**src/rtl/ir_fetch_unit.sv**
```systemverilog
// Instruction-fetch sequencer: reads NBYTES memory words (first word lands in the
// most significant slot), commits them atomically to ir_out and advances the PC.
module ir_fetch_unit #(
  parameter int DATA_W   = 8,
  parameter int ADDR_W   = 8,
  parameter int NBYTES   = 2,
  parameter int PC_RESET = 0,
  localparam int IR_W    = NBYTES * DATA_W,
  localparam int IDX_W   = (NBYTES > 1) ? $clog2(NBYTES) : 1
) (
  input  logic              clk,
  input  logic              reset,
  input  logic              start,
  input  logic              branch_valid,
  input  logic [ADDR_W-1:0] branch_addr,
  output logic [ADDR_W-1:0] mem_addr,
  output logic              mem_cs,
  input  logic [DATA_W-1:0] mem_rdata,
  input  logic              mem_ready,
  output logic [IR_W-1:0]   ir_out,
  output logic [ADDR_W-1:0] pc_out,
  output logic              busy,
  output logic              done,
  output logic [IDX_W-1:0]  byte_idx
);

  typedef enum logic [1:0] {IDLE, FETCH, DONE} state_t;

  state_t                         state, state_nxt;
  logic [ADDR_W-1:0]              pc;
  logic [NBYTES-1:0][DATA_W-1:0]  shadow, merged, ir_q;
  logic                           capture, last;

  // A branch outranks a ready word in the same cycle.
  assign capture = (state == FETCH) && mem_ready && !branch_valid;
  assign last    = (byte_idx == IDX_W'(NBYTES - 1));

  // Shadow with the current word merged in; also the value committed on the last word.
  for (genvar g = 0; g < NBYTES; g++) begin : g_word
    assign merged[g] = (capture && ((NBYTES - 1 - g) == int'(byte_idx))) ? mem_rdata : shadow[g];
  end

  always_ff @(posedge clk) begin
    if (reset) state <= IDLE;
    else       state <= state_nxt;
  end

  always_comb begin
    state_nxt = state;
    case (state)
      IDLE:    if (start) state_nxt = FETCH;
      FETCH: begin
        if (branch_valid)        state_nxt = IDLE;
        else if (capture && last) state_nxt = DONE;
      end
      DONE:    state_nxt = IDLE;
      default: state_nxt = IDLE;
    endcase
  end

  always_comb begin
    mem_cs = 1'b0;
    busy   = 1'b0;
    done   = 1'b0;
    case (state)
      FETCH: begin
        mem_cs = 1'b1;
        busy   = 1'b1;
      end
      DONE: begin
        busy = 1'b1;
        done = 1'b1;
      end
      default: ;
    endcase
  end

  always_ff @(posedge clk) begin
    if (reset) begin
      pc       <= ADDR_W'(PC_RESET);
      byte_idx <= '0;
      shadow   <= '0;
      ir_q     <= '0;
    end else begin
      shadow <= merged;
      if (branch_valid) pc <= branch_addr;
      else if (capture) pc <= pc + 1'b1;
      if ((state == IDLE && start) || (state == FETCH && branch_valid) || (capture && last))
        byte_idx <= '0;
      else if (capture)
        byte_idx <= byte_idx + 1'b1;
      if (capture && last) ir_q <= merged;
    end
  end

  assign mem_addr = pc;
  assign pc_out   = pc;
  assign ir_out   = ir_q;

endmodule

```
**config.mk**
```make
export PLATFORM = sky130hd
export DESIGN_NAME = ir_fetch_unit
export DESIGN_NICKNAME = d
export VERILOG_FILES = /design/src/rtl/ir_fetch_unit.sv
export SDC_FILE = /design/constraint.sdc
export NUM_CORES = 1
export LEC_CHECK = 0
export CORE_MARGIN = 10
export CORE_UTILIZATION = 45
export CTS_CLUSTER_SIZE = 40
export DETAILED_ROUTE_END_ITERATION = 10
export PLACE_DENSITY = 0.88
export SLEW_MARGIN = 10
export SYNTH_ARGS = -nofsm -noshare
export SYNTH_HDL_FRONTEND = slang
export SYNTH_SLANG_ARGS = --single-unit
```
**constraint.sdc**
```tcl
create_clock -name clk -period 1.8 [get_ports clk]
set_input_delay 0.36 -clock clk [delete_from_list [all_inputs] [get_ports clk]]
set_output_delay 0.36 -clock clk [all_outputs]
set_load 0.005 [all_outputs]
```
==> impl_metrics.tcl <==
set metrics [dict create \
    outcome "finished, final reports clean" \
    diodes 0 \
    ant_nets 0 \
    grt_start_max_net_pins 22 \
    arrival_ns 1.36 \
    cts_tree "built" \
    synth_area_leader_cell "dfxtp_1" \
    synth.area.top_cells "dfxtp_1, nand2_1, a21oi_2" \
    crit_family "buffers and inverters" \
    ys_seq_elements 35 \
    grt_pass1_vias 1373 \
    num_vias 1407 \
    setup_viol 0 \
    firstDrtPassIters 4 \
    clk_latency_ns 0.29 \
    n_fill_cell 290 \
    core-area_um2 3660 \
    crit_fanout 2 \
    nets 267 \
    gp_congestion 0.761 \
    max-cap-violations 0 \
    endpoint_kind "output port" \
    grt_overflow_total 0 \
    final_cell_mix "clkdlybuf4s50_1, nand2_1, dfxtp_1, a21oi_1, a21oi_2" \
    period_share_pct 95.6 \
    max_stage_delay_ns 0.49 \
    cts.sinks 35 \
    grtUsageTotal_pct 12.5 \
    wl_per_cell_um 13.9 \
    slew_headroom_pct 76.3 \
    worst_r2r_endpoint "shadow[9]" \
    vdd_ir_drop_max_v 0.000563 \
    critical_path_class "reg2out" \
    r2r_start "state[0]" \
    areaGrowthSynthToFinish_pct 38.1 \
    die_x_um 81.6 \
    cts_root_buf "clkbuf_8" \
    vias_per_cell 4.85 \
    cts_made_buffers 5 \
    cts_htree_levels 2 \
    leakagePower_uw 0.000867 \
    skew_ns 0.00304 \
    place_area_um2 2240 \
    die_h_um 81.6 \
    yosys_warnings 0 \
    cts.reportedPaths.clkPinSlew_ns 0.06 \
    clock.fmax_ghz 0.581 \
    min_from "ir_out[1]" \
    cp.depth 3 \
    worst_pin_slew_ns 0.354 \
    final_area_um2 2350 \
    synth_nets 214 \
    cp-start-kind "flop" \
    rr_worst_depth 6 \
    synth.top_cell.area_share_pct 41.1 \
    crit_path_cell_trace "buf_4 -> ha_1 -> clkdlybuf4s50_1" \
    cp-startpoint "state[1]" \
    yosysSeqAreaShare_pct 41.1 \
    initial_core_util_pct 46.6 \
    die-area_um2 6650 \
    hpwl_um 3060 \
    port_buffers 56 \
    min_period_ns 1.72 \
    syn-cell-area_um2 1710 \
    crit_required_ns 1.44 \
    layout_commonest_cell "clkdlybuf4s50_1" \
    drcViolationCount 0 \
    row_count 22 \
    critPathSlowestCell "clkdlybuf4s50_1" \
    grt_pass1_wl_um 6540 \
    cp-endpoint "done" \
    critPathBufInv 2 \
    slew_viol_final 0 \
    powerDensity_nw_per_um2 691 \
    setup-tns-final_ns 0 \
    clockBufferDepth 2 \
    r2r_slack_ns 0.37 \
    synth.avg_cell_area_um2 9.07 \
    syn-instance-count 188 \
    hp-class "reg2reg" \
    synth.distinct_cells 39 \
    hold_violations 0 \
    cts_hold_buf 0 \
    drt_first_iter_violations 84 \
    drive_above_1_share_pct 18.2 \
    wl_um 4020 \
    ios 57 \
    rsz0062_at_grt "no" \
    antenna_found_initial 0 \
]
-- tightest hold or removal path, cell delays in order, from the launching register on --
cell and delay [ns]:
dfxtp_1 0.31, nand2_1 0.05, a21oi_1 0.05
-- how the worst min path moves through the flow --
stage | end | slack (ns) | cells after the start
3_3_place_gp | ir_out[15] | 0.44 | 2
6_report | ir_out[1] | 0.45 | 2
5_1_grt | shadow[13] | 0.47 | 2
4_1_cts | shadow[13] | 0.46 | 2
3_5_place_dp | shadow[13] | 0.45 | 2
2_1_floorplan | ir_out[14] | 0.44 | 2
-- cells in the mapped netlist (all sizes together) --
cell,number
a211oi,1
a21boi,1
a21oi,29
a221oi,1
a22oi,1
and2,1
and2b,1
and3,2
buf,14
clkbuf,4
dfxtp,35
ha,5
inv,5
mux2,1
mux2i,4
nand2,51
nand2b,2
nand3,4
nand3b,2
nand4,3
nor2,5
nor2b,1
nor3b,2
o21a,3
o21ai,1
o22ai,2
xnor2,5
xor2,2
-- layer usage --
layer	up-vias	global-route usage, %	routed length, um
met5	-	0	0
met4	0	6.75	89
met3	7	3.93	284
met2	32	21.2	2000
met1	647	13.7	1650
li1	721	-	-
-- sequential cells by signal (all words and copies together) (netlist names) --
register,cells
ir_out,16
mem_addr,8
shadow,8
state,2
byte_idx,1
-- layout make-up --
cell class | instances | area, um2 | share of cell area [%]
inverters | 5 | 18.8 | 0.797
multi-input cells | 130 | 860 | 36.5
flip-flops and latches | 35 | 704 | 29.9
clock buffers | 7 | 76.3 | 3.24
repair buffers | 64 | 631 | 26.8
well taps | 48 | 60.1 | 2.55
clock inverters | 1 | 5.00 | 0.213
-- report_power, final --
| group | internal (uW) | switching [uW] |
|---|---|---|
| clock | 271 | 263 |
| combinational | 155 | 115 |
| sequential | 798 | 25.6 |
| total | 1220 | 403 |
-- what timing repair did --
item	4_1_cts	5_1_grt
buffers inserted	2	0
setup endpoints to repair	2	1
endpoints found under the hold margin	0	0
resized for setup	7	1
-- metrics by stage --
step           power [uW]  std cells  utilization [%]  hold WS, ns  setup WS [ns]
6_report             1630        290             64.3        0.453         0.0799
5_1_grt              1700        290             64.3        0.473         0.0190
4_1_cts              1650        290             64.3        0.456         0.0139
3_5_place_dp         1110        280             61.3        0.447         0.0835
3_3_place_gp         1100        280             61.3        0.441          0.131
2_1_floorplan         980        188                -        0.435          0.303
-- logic make-up (layout without fill, tap and decap cells) --
logic type | after synthesis | in the layout | share of synthesized area, %
multiplexers | 5 | 5 | 3.01
AO/OA/AOI/OAI | 39 | 39 | 15.5
flip-flops | 35 | 35 | 41.1
XOR/XNOR | 7 | 7 | 3.60
AND/OR/NAND/NOR | 74 | 74 | 23.9
adder cells (fa/ha/maj) | 5 | 5 | 3.67
buffers and inverters | 23 | 77 | 9.24
Power figures use the tool's default switching activity.
